===== config.mk =====
export PLATFORM = sky130hd
export DESIGN_NAME = spi_cmd_arbiter
export DESIGN_NICKNAME = d
export VERILOG_FILES = /design/src/rtl/spi_cmd_arbiter.sv
export SDC_FILE = /design/constraint.sdc
export NUM_CORES = 1
export LEC_CHECK = 0
export CORE_MARGIN = 5
export CORE_UTILIZATION = 41
export CTS_CLUSTER_DIAMETER = 120
export DETAILED_ROUTE_END_ITERATION = 12
export PLACE_DENSITY = 0.8
export SLEW_MARGIN = 20
export SYNTH_ARGS = -nofsm -noshare
export SYNTH_HDL_FRONTEND = slang
export SYNTH_SLANG_ARGS = --single-unit

===== constraint.sdc =====
create_clock -name clk -period 2.7 [get_ports clk]
set_input_delay 0.54 -clock clk [delete_from_list [all_inputs] [get_ports clk]]
set_output_delay 0.54 -clock clk [all_outputs]
set_load 0.03 [all_outputs]

===== src/rtl/spi_cmd_arbiter.sv =====
// Round-robin arbiter that serialises SPI register commands from several
// requesters onto one command handler, with busy tracking and a timeout.
module spi_cmd_arbiter #(
    parameter int PACKAGE_SIZE = 8,
    parameter int NUM_REQ      = 4,
    parameter int TIMEOUT      = 1024
) (
    input  logic                                clk,
    input  logic                                rstb,
    input  logic [NUM_REQ-1:0]                  req_valid,
    input  logic [NUM_REQ*PACKAGE_SIZE-1:0]     req_cmd,
    input  logic [NUM_REQ*PACKAGE_SIZE-1:0]     req_data,
    input  logic [NUM_REQ*(PACKAGE_SIZE-1)-1:0] req_addr,
    output logic [NUM_REQ-1:0]                  req_ready,
    output logic [NUM_REQ-1:0]                  rsp_valid,
    output logic [PACKAGE_SIZE-1:0]             rsp_data,
    output logic                                rsp_err,
    output logic [PACKAGE_SIZE-1:0]             hnd_cmd,
    output logic [PACKAGE_SIZE-1:0]             hnd_data,
    output logic [PACKAGE_SIZE-2:0]             hnd_addr,
    output logic                                hnd_exec,
    input  logic                                hnd_busy,
    input  logic [PACKAGE_SIZE-1:0]             hnd_data_out
);

    localparam int PW = (NUM_REQ > 1) ? $clog2(NUM_REQ) : 1;
    localparam int CW = $clog2(TIMEOUT) + 1;
    localparam logic [CW-1:0] CNT_LAST = CW'(TIMEOUT - 1);
    localparam logic [PW-1:0] IDX_LAST = PW'(NUM_REQ - 1);

    typedef enum logic [2:0] {
        IDLE       = 3'd0,
        ISSUE      = 3'd1,
        WAIT_START = 3'd2,
        WAIT_DONE  = 3'd3,
        RESP       = 3'd4
    } state_t;

    state_t                    state_q, state_d;
    logic [PW-1:0]             ptr_q, ptr_d;
    logic [PW-1:0]             grant_q, grant_d;
    logic [CW-1:0]             cnt_q, cnt_d;
    logic [NUM_REQ-1:0]        req_ready_q, req_ready_d;
    logic [NUM_REQ-1:0]        rsp_valid_q, rsp_valid_d;
    logic [PACKAGE_SIZE-1:0]   rsp_data_q, rsp_data_d;
    logic                      rsp_err_q, rsp_err_d;
    logic [PACKAGE_SIZE-1:0]   hnd_cmd_q, hnd_cmd_d;
    logic [PACKAGE_SIZE-1:0]   hnd_data_q, hnd_data_d;
    logic [PACKAGE_SIZE-2:0]   hnd_addr_q, hnd_addr_d;
    logic                      hnd_exec_q, hnd_exec_d;

    logic                      sel_found;
    logic [PW-1:0]             sel_idx;
    int                        cand;

    // First requesting index at or above ptr, wrapping past NUM_REQ-1.
    always_comb begin
        sel_found = 1'b0;
        sel_idx   = '0;
        cand      = 0;
        for (int k = 0; k < NUM_REQ; k++) begin
            cand = int'(ptr_q) + k;
            if (cand >= NUM_REQ) begin
                cand = cand - NUM_REQ;
            end
            if (!sel_found && req_valid[cand]) begin
                sel_found = 1'b1;
                sel_idx   = PW'(cand);
            end
        end
    end

    always_comb begin
        state_d     = state_q;
        ptr_d       = ptr_q;
        grant_d     = grant_q;
        cnt_d       = cnt_q;
        req_ready_d = '0;
        rsp_valid_d = '0;
        rsp_data_d  = rsp_data_q;
        rsp_err_d   = rsp_err_q;
        hnd_cmd_d   = hnd_cmd_q;
        hnd_data_d  = hnd_data_q;
        hnd_addr_d  = hnd_addr_q;
        hnd_exec_d  = 1'b0;

        case (state_q)
            IDLE: begin
                if (!hnd_busy && sel_found) begin
                    grant_d              = sel_idx;
                    req_ready_d[sel_idx] = 1'b1;
                    hnd_cmd_d            = req_cmd[sel_idx*PACKAGE_SIZE +: PACKAGE_SIZE];
                    hnd_data_d           = req_data[sel_idx*PACKAGE_SIZE +: PACKAGE_SIZE];
                    hnd_addr_d           = req_addr[sel_idx*(PACKAGE_SIZE-1) +: (PACKAGE_SIZE-1)];
                    state_d              = ISSUE;
                end
            end
            ISSUE: begin
                hnd_exec_d = 1'b1;
                cnt_d      = '0;
                state_d    = WAIT_START;
            end
            WAIT_START: begin
                cnt_d = cnt_q + CW'(1);
                if (hnd_busy) begin
                    if (cnt_q == CNT_LAST) begin
                        rsp_data_d           = '0;
                        rsp_err_d            = 1'b1;
                        rsp_valid_d[grant_q] = 1'b1;
                        state_d              = RESP;
                    end else begin
                        state_d = WAIT_DONE;
                    end
                end else if (cnt_q == CW'(1)) begin
                    // Handler never went busy: treat as an instant completion.
                    rsp_data_d           = hnd_data_out;
                    rsp_err_d            = 1'b0;
                    rsp_valid_d[grant_q] = 1'b1;
                    state_d              = RESP;
                end
            end
            WAIT_DONE: begin
                cnt_d = cnt_q + CW'(1);
                if (!hnd_busy) begin
                    rsp_data_d           = hnd_data_out;
                    rsp_err_d            = 1'b0;
                    rsp_valid_d[grant_q] = 1'b1;
                    state_d              = RESP;
                end else if (cnt_q == CNT_LAST) begin
                    rsp_data_d           = '0;
                    rsp_err_d            = 1'b1;
                    rsp_valid_d[grant_q] = 1'b1;
                    state_d              = RESP;
                end
            end
            RESP: begin
                ptr_d   = (grant_q == IDX_LAST) ? '0 : grant_q + PW'(1);
                state_d = IDLE;
            end
            default: state_d = IDLE;
        endcase
    end

    always_ff @(posedge clk or negedge rstb) begin
        if (!rstb) begin
            state_q     <= IDLE;
            ptr_q       <= '0;
            grant_q     <= '0;
            cnt_q       <= '0;
            req_ready_q <= '0;
            rsp_valid_q <= '0;
            rsp_data_q  <= '0;
            rsp_err_q   <= 1'b0;
            hnd_cmd_q   <= '0;
            hnd_data_q  <= '0;
            hnd_addr_q  <= '0;
            hnd_exec_q  <= 1'b0;
        end else begin
            state_q     <= state_d;
            ptr_q       <= ptr_d;
            grant_q     <= grant_d;
            cnt_q       <= cnt_d;
            req_ready_q <= req_ready_d;
            rsp_valid_q <= rsp_valid_d;
            rsp_data_q  <= rsp_data_d;
            rsp_err_q   <= rsp_err_d;
            hnd_cmd_q   <= hnd_cmd_d;
            hnd_data_q  <= hnd_data_d;
            hnd_addr_q  <= hnd_addr_d;
            hnd_exec_q  <= hnd_exec_d;
        end
    end

    assign req_ready = req_ready_q;
    assign rsp_valid = rsp_valid_q;
    assign rsp_data  = rsp_data_q;
    assign rsp_err   = rsp_err_q;
    assign hnd_cmd   = hnd_cmd_q;
    assign hnd_data  = hnd_data_q;
    assign hnd_addr  = hnd_addr_q;
    assign hnd_exec  = hnd_exec_q;

endmodule


==> results of run 1 <==
-- state kept, by name, indices dropped and copies added (netlist names) --
name       cells
rsp_data       8
hnd_cmd        8
cnt_q         11
req_ready      4
state_q        3
hnd_data       8
hnd_exec       1
hnd_addr       7
rsp_valid      4
rsp_err        1
grant_q        2
ptr_q          2
-- cells by family (layout without fill, tap and decap cells) --
group | Yosys count | in the layout | synth area share [%]
adder cells (fa/ha/maj) | 6 | 6 | 2.44
flip-flops | 59 | 59 | 47.9
AO/OA/AOI/OAI | 92 | 92 | 23.2
multiplexers | 24 | 24 | 7.83
buffers and inverters | 29 | 178 | 4.87
AND/OR/NAND/NOR | 80 | 80 | 13.5
XOR/XNOR | 1 | 1 | 0.284
-- critical path: stages (launching register included) --
cell and delay [ps]:
sky130_fd_sc_hd__dfrtp_1 400, sky130_fd_sc_hd__inv_1 60, sky130_fd_sc_hd__ha_1 140, sky130_fd_sc_hd__nor4b_1 270
sky130_fd_sc_hd__a311o_1 230, sky130_fd_sc_hd__and2_1 270, sky130_fd_sc_hd__nor2b_1 610, sky130_fd_sc_hd__a22o_1 220
-- layout by cell type (no fill, tap or decap), types with 2 or more instances in the layout --
master,Yosys,final
sky130_fd_sc_hd__nand3_1,25,24
sky130_fd_sc_hd__a31oi_1,4,4
sky130_fd_sc_hd__clkinvlp_4,0,2
sky130_fd_sc_hd__and3_1,7,7
sky130_fd_sc_hd__clkbuf_8,0,9
sky130_fd_sc_hd__clkinv_2,0,2
sky130_fd_sc_hd__ha_1,6,6
sky130_fd_sc_hd__o31ai_1,4,4
sky130_fd_sc_hd__nand4_1,4,4
sky130_fd_sc_hd__a22o_1,8,8
sky130_fd_sc_hd__nor2_1,11,11
sky130_fd_sc_hd__o21ai_0,16,16
sky130_fd_sc_hd__nand2b_1,3,3
sky130_fd_sc_hd__a21o_1,3,3
sky130_fd_sc_hd__or2_2,2,2
sky130_fd_sc_hd__inv_1,6,6
sky130_fd_sc_hd__a32oi_1,22,22
sky130_fd_sc_hd__and2_1,2,2
sky130_fd_sc_hd__mux2i_1,23,23
sky130_fd_sc_hd__nand2_1,14,14
sky130_fd_sc_hd__buf_12,0,2
sky130_fd_sc_hd__a21oi_1,2,2
sky130_fd_sc_hd__buf_4,3,8
sky130_fd_sc_hd__o211ai_1,24,24
sky130_fd_sc_hd__dfrtp_1,59,59
sky130_fd_sc_hd__clkdlybuf4s50_1,0,146
sky130_fd_sc_hd__nor2b_1,3,3
-- layout make-up --
cell class,instances,area (um2)
Inverter,6,22.5
Tap cell,99,124
Fill cell,580,2450
Multi-Input combinational cell,203,1470
Timing Repair Buffer,157,1570
Clock buffer,10,128
Sequential cell,59,1480
Clock inverter,5,55.1
-- metal layers --
layer  share of wire, %  track usage (%)
met3                7.4             4.89
met4                2.9             9.07
met5                  0                0
met2                 50             35.2
met1                 40             27.2
-- worst min-delay path by stage --
| stage | cells after the start | start | to | slack [ps] |
|---|---|---|---|---|
| final | 1 | rstb | rsp_data[0] | 150 |
| after global routing | 1 | rstb | rsp_data[0] | 190 |
| after CTS | 1 | rstb | rsp_data[0] | 160 |
| after detailed placement | 1 | rsp_data[7] | rsp_data[7] | 490 |
| after global placement | 1 | rsp_data[6] | rsp_data[6] | 490 |
| after floorplan | 0 | rstb | cnt_q[0] | 240 |
-- metrics by stage --
step | cells | instance area [um2]
floorplan | 291 | 3080
global placement | 524 | 4660
detailed placement | 524 | 4660
CTS | 539 | 4840
global route | 539 | 4840
finish | 539 | 4840
-- power by group --
| group | total [mW] | switching, mW | internal [mW] |
|---|---|---|---|
| Sequential | 1.44 | 0.239 | 1.20 |
| Clock | 0.763 | 0.345 | 0.418 |
| Combinational | 2.42 | 1.35 | 1.06 |
| Total | 4.62 | 1.94 | 2.68 |
==> flow_summary_export.csv, run 1 <==
group,metric,value,unit
clocking,clk_transition_reported_paths,70,ps
timing,skew,7.16,ps
die,die_area,0.00935,mm2
die,floorplan_core_area,0.00729,mm2
pwr,power,4.62,mW
routing,drtAntennaViolNets,0,
pwr,power.static_leakage,2.02,nW
clocking,cts_made_buffers,9,
timing,final_count_of_negative_setup_slack_endpoints,0,
worst_setup_path,timing.rr.start,"cnt_q[1]",
worst_setup_path,worst-endpoint-required,2960,ps
synth,synth_enable_flop_cells,0,
synth,synth_area,0.00308,mm2
synth,cell_with_the_most_instances_after_synthesis,"sky130_fd_sc_hd__dfrtp_1",
place,io_buffer_count,147,
clocking,cts_max_level,3,
worst_setup_path,crit_type,"reg -> reg",
routing,routed_length_per_placed_instance,18.6,um
clocking,clock_insertion_delay_worst_skew,330,ps
routing,dr.pass1.iters,5,
synth,synth_top_cells_by_count,"59 x sky130_fd_sc_hd__dfrtp_1, 25 x sky130_fd_sc_hd__nand3_1, 24 x sky130_fd_sc_hd__o211ai_1, 23 x sky130_fd_sc_hd__mux2i_1, 22 x sky130_fd_sc_hd__a32oi_1",
pwr,power.ir.vdd_worst,0.000555,V
timing,max-slew-margin-rel,52.3,%
timing,post-route-period-util,84.0,%
place,dp_slack,181,ps
grt,initial_antenna_violation_count,0,
clocking,cts_root_buffer,"sky130_fd_sc_hd__clkbuf_8",
cells_and_area,synthToLayoutAreaGrowth,57.1,%
grt,via_count_of_the_first_global_routing_pass,3048,
clocking,cts_setup_buffers,0,
grt,overflow,0,
cells_and_area,final_layout_size_suffix_gt1_share,8.18,%
synth,synth_fp_nets,404,
worst_setup_path,setup.worst_path.end,"rsp_data[6]",
routing,vias_per_cell,5.62,
timing,max_freq,441,MHz
timing,timing_hold_violations_final,0,
synth,synth-main-ff-cell,"sky130_fd_sc_hd__dfrtp_1",
cells_and_area,utilization,66.4,%
timing,hold_slack,151,ps
synth,fraction_of_synthesized_cell_area_taken_by_the_top_area_cell_type,47.9,%
timing,layout_setup_ws,432,ps
synth,synthTopCellsByArea,"sky130_fd_sc_hd__dfrtp_1 48%, sky130_fd_sc_hd__mux2i_1 7.5%, sky130_fd_sc_hd__a32oi_1 6.3%",
clocking,cts_resizes,0,
synth,async_flop_share,100,%
timing,worst_pin_slew,713,ps
worst_setup_path,worst_setup_path_start_kind,"flip-flop",
run_status,result_of_the_run,"completed",
worst_setup_path,critical_path.reg2reg.endpoint,"rsp_data[6]",
min_path,hold_path_class,"in -> async",
cells_and_area,finish.net_count,549,
synth,synth_largest_area_cell,"sky130_fd_sc_hd__dfrtp_1",
die,rows,31,
grt,grt_pass1_wl,16.2,mm
die,die_h,96.7,um
timing,totalNegativeSetupSlack,0,ps
die,floorplan.io_pins,148,
worst_setup_path,rrSetupSlack,430,ps
die,chip_width,96.7,um
synth,post_synth.cell_area_avg,10.6,um2
place,globalplace.congestion,0.890,
worst_setup_path,cp-startpoint,"cnt_q[1]",
grt,grtUsageTotal,21.5,%
timing,grt_setup_unrepaired,"false",
routing,detailedRoute.firstIterationViolations,162,
clocking,clk_path_buf_depth,2,
synth,seq_area_frac_synth,47.9,%
synth,synth.yosys.warnings,0,
place,hpwl_after_detailed_placement,7.59,mm
synth,synth_cell_types,44,
synth,synthesized_instance_count,291,
routing,postRouteWirelength,10.0,mm
grt,grt_max_degree,31,
routing,via_count,3027,
worst_setup_path,critical_path_peak_fanout,9,
cells_and_area,insertedDiodeCount,0,
synth,synth.ff_latch_count,59,
die,floorplan.initialDensity,42.3,%
routing,residual_drc,0,
pwr,power-per-cell-area,953,mW/mm2
worst_setup_path,worst_r2r_path_depth,7,
clocking,cts_hold_buffers,0,
clocking,tritoncts,"done",
timing,final_max_slew_viol_count,0,
timing,period_needed,2270,ps
worst_setup_path,timing.critical_path.arrival,2530,ps
job,max_cap_violations,0,
worst_setup_path,endpoint_kind,"flip-flop",
clocking,clock-sinks,59,
No activity file was read; power rests on OpenSTA's default activity.
==> run 2: changes to the inputs <==
- CORE_UTILIZATION: 41 -> 37
- PLACE_DENSITY: 0.8 -> 0.76
- clock period: 2.7 -> 1.9 ns (I/O delays scaled with it)
==> run 2 against run 1 <==
Clock power is 35% higher; sequential power is 39% higher; the run now ends with setup timing left; non-clock buffer count is 26 higher; final cell count is 5.9% higher; critical path depth is 1 higher; count of clock-buffer cells in the layout is 3 higher.
==> flow_summary_export.csv, run 2 (same netlist as run 1, synthesis figures left out) <==
group,metric,value,unit
cells_and_area,finish.net_count,575,
grt,overflow,0,
cells_and_area,largest_reg_flops,11,
cells_and_area,most-common-layout-cells,"145 x sky130_fd_sc_hd__clkdlybuf4s50_1, 59 x sky130_fd_sc_hd__dfrtp_1, 26 x sky130_fd_sc_hd__buf_4",
clocking,cts_max_level,3,
cells_and_area,layoutNonFillerInstCount,571,
grt,grt_max_degree,60,
clocking,cts_root_buffer,"sky130_fd_sc_hd__clkbuf_8",
clocking,clk_transition_reported_paths,70,ps
worst_setup_path,timing.rr.start,"state_q[1]",
pwr,power.static_leakage,2.22,nW
worst_setup_path,cp_slowest_cell,"sky130_fd_sc_hd__clkdlybuf4s50_1",
place,io_buffer_count,147,
die,rows,33,
die,die_area,0.0103,mm2
cells_and_area,synthToLayoutAreaGrowth,67.9,%
run_status,violations_in_the_final_reports,"setup timing",
timing,max-slew-margin-rel,75.5,%
place,dp.cells,550,
cells_and_area,insertedDiodeCount,0,
worst_setup_path,critical_path.reg2reg.endpoint,"hnd_cmd[5]",
routing,residual_drc,0,
timing,worst_pin_slew,366,ps
cells_and_area,max_flop_register,"cnt_q",
routing,routed_length_per_placed_instance,17.9,um
place,dpl-instance-area,0.00487,mm2
worst_setup_path,cp_num_cells,8,
worst_setup_path,timing.critical_path.slowest_cell_delay,450,ps
die,chip_width,101,um
die,floorplan_core_area,0.00818,mm2
worst_setup_path,path_delay_family,"buffers and inverters",
worst_setup_path,endpoint_kind,"flip-flop",
worst_setup_path,cp-startpoint,"hnd_busy",
pwr,power.ir.vdd_worst,0.000655,V
timing,final_max_slew_viol_count,0,
clocking,tritoncts,"done",
clocking,cts_made_buffers,9,
timing,final_count_of_negative_setup_slack_endpoints,6,
pwr,power,6.90,mW
cells_and_area,final_layout_size_suffix_gt1_share,14.2,%
place,globalplace.congestion,0.856,
routing,drtAntennaViolNets,0,
worst_setup_path,setup.worst_path.end,"hnd_cmd[5]",
worst_setup_path,rrSetupSlack,-10,ps
place,hpwl_after_detailed_placement,7.42,mm
worst_setup_path,critical_path_peak_fanout,16,
worst_setup_path,worst_setup_path_start_kind,"primary input",
clocking,clock_insertion_delay_worst_skew,330,ps
worst_setup_path,worst-endpoint-required,2160,ps
timing,skew,10.8,ps
timing,layout_setup_ws,-19.8,ps
clocking,cts_hold_buffers,0,
routing,postRouteWirelength,10.2,mm
pwr,power-per-cell-area,1330,mW/mm2
grt,via_count_of_the_first_global_routing_pass,3183,
place,dp_slack,-348,ps
worst_setup_path,cp.buffers_inverters,3,
cells_and_area,fillers,666,
routing,vias_per_cell,5.43,
job,max_cap_violations,0,
cells_and_area,final_common_cell,"sky130_fd_sc_hd__clkdlybuf4s50_1",
cells_and_area,utilization,63.3,%
clocking,clock-sinks,59,
die,floorplan.io_pins,148,
routing,via_count,3099,
grt,initial_antenna_violation_count,0,
die,floorplan.initialDensity,37.7,%
clocking,clk_path_buf_depth,2,
worst_setup_path,worst_r2r_path_depth,7,
worst_setup_path,crit_type,"in -> reg",
timing,max_freq,521,MHz
grt,grt_pass1_wl,15.5,mm
die,die_h,101,um
routing,detailedRoute.firstIterationViolations,136,
timing,timing_hold_violations_final,0,
timing,grt_setup_unrepaired,"true",
min_path,hold_path_class,"in -> async",
worst_setup_path,path_cells,"clkdlybuf4s50_1, or4_4, a21o_1, nor3_4, buf_4, clkbuf_16, a32oi_1, o211ai_1",
grt,grtUsageTotal,19.1,%
timing,period_needed,1920,ps
run_status,result_of_the_run,"complete, but fails checks",
cells_and_area,final_area,0.00517,mm2
worst_setup_path,timing.critical_path.arrival,2180,ps
timing,post-route-period-util,101,%
routing,dr.pass1.iters,4,
run 2: cell types whose count changed in the layout (fill, tap and decap cells not counted), sizes merged:
cell and delta:
clkdlybuf4s50 -1, buf +24, clkbuf +5, dlymetal6s2s +1, clkinvlp -2, bufinv -1
run 2: layout make-up:
| cell class | count | area [um2] | share of cell area, % |
|---|---|---|---|
| Timing Repair Buffer | 183 | 1870 | 36.0 |
| Clock inverter | 2 | 10.0 | 0.193 |
| Multi-Input combinational cell | 203 | 1500 | 29.0 |
| Tap cell | 105 | 131 | 2.54 |
| Clock buffer | 13 | 169 | 3.26 |
| Sequential cell | 59 | 1480 | 28.5 |
| Inverter | 6 | 22.5 | 0.435 |
run 2: worst reg2reg max path, delay by kind of cell, from the launching register on:
| family | cells | cell delay [ps] |
|---|---|---|
| simple gates | 2 | 690 |
| compound gates | 3 | 430 |
| flops | 1 | 390 |
| buf+inv | 2 | 340 |
run 2: where the power goes:
group          internal [mW]  leakage, nW  switching [mW]
clock network          0.569       0.0953           0.463
logic                   1.82         1.36            2.05
registers               1.70        0.764           0.293
total                   4.09         2.22            2.81
run 2: what timing repair did:
item                                    4_1_cts  5_1_grt
resized for setup                             3        9
buffers inserted                              0        4
pin swaps                                     0        3
gates cloned                                  0        2
endpoints found under the setup margin       10       31
run 2: worst min path at each step:
stage / from / endpoint / slack [ps] / cells past startpoint
6_report: rstb / cnt_q[4] / 50 / 2
5_1_grt: rstb / req_ready[1] / 70 / 2
4_1_cts: rstb / hnd_cmd[2] / 50 / 2
3_5_place_dp: rstb / rsp_data[7] / 420 / 2
3_3_place_gp: rstb / rsp_data[7] / 410 / 2
2_1_floorplan: rstb / cnt_q[0] / 80 / 0
run 2: metrics by stage:
stage	setup TNS [ps]	hold slack, ps
5_1_grt	-1050	74.9
2_1_floorplan	0	84.4
6_report	-61.2	47.3
4_1_cts	0	53.2
3_5_place_dp	-11210	415
3_3_place_gp	-10150	413
run 2: metal layers:
layer  vias up  wire length (um)  track usage, %
met4         0               229            7.26
met1      1505              4010            24.2
met5         -                 0               0
li1       1465                 -               -
met2       110              5370            31.5
met3        19               637            4.68
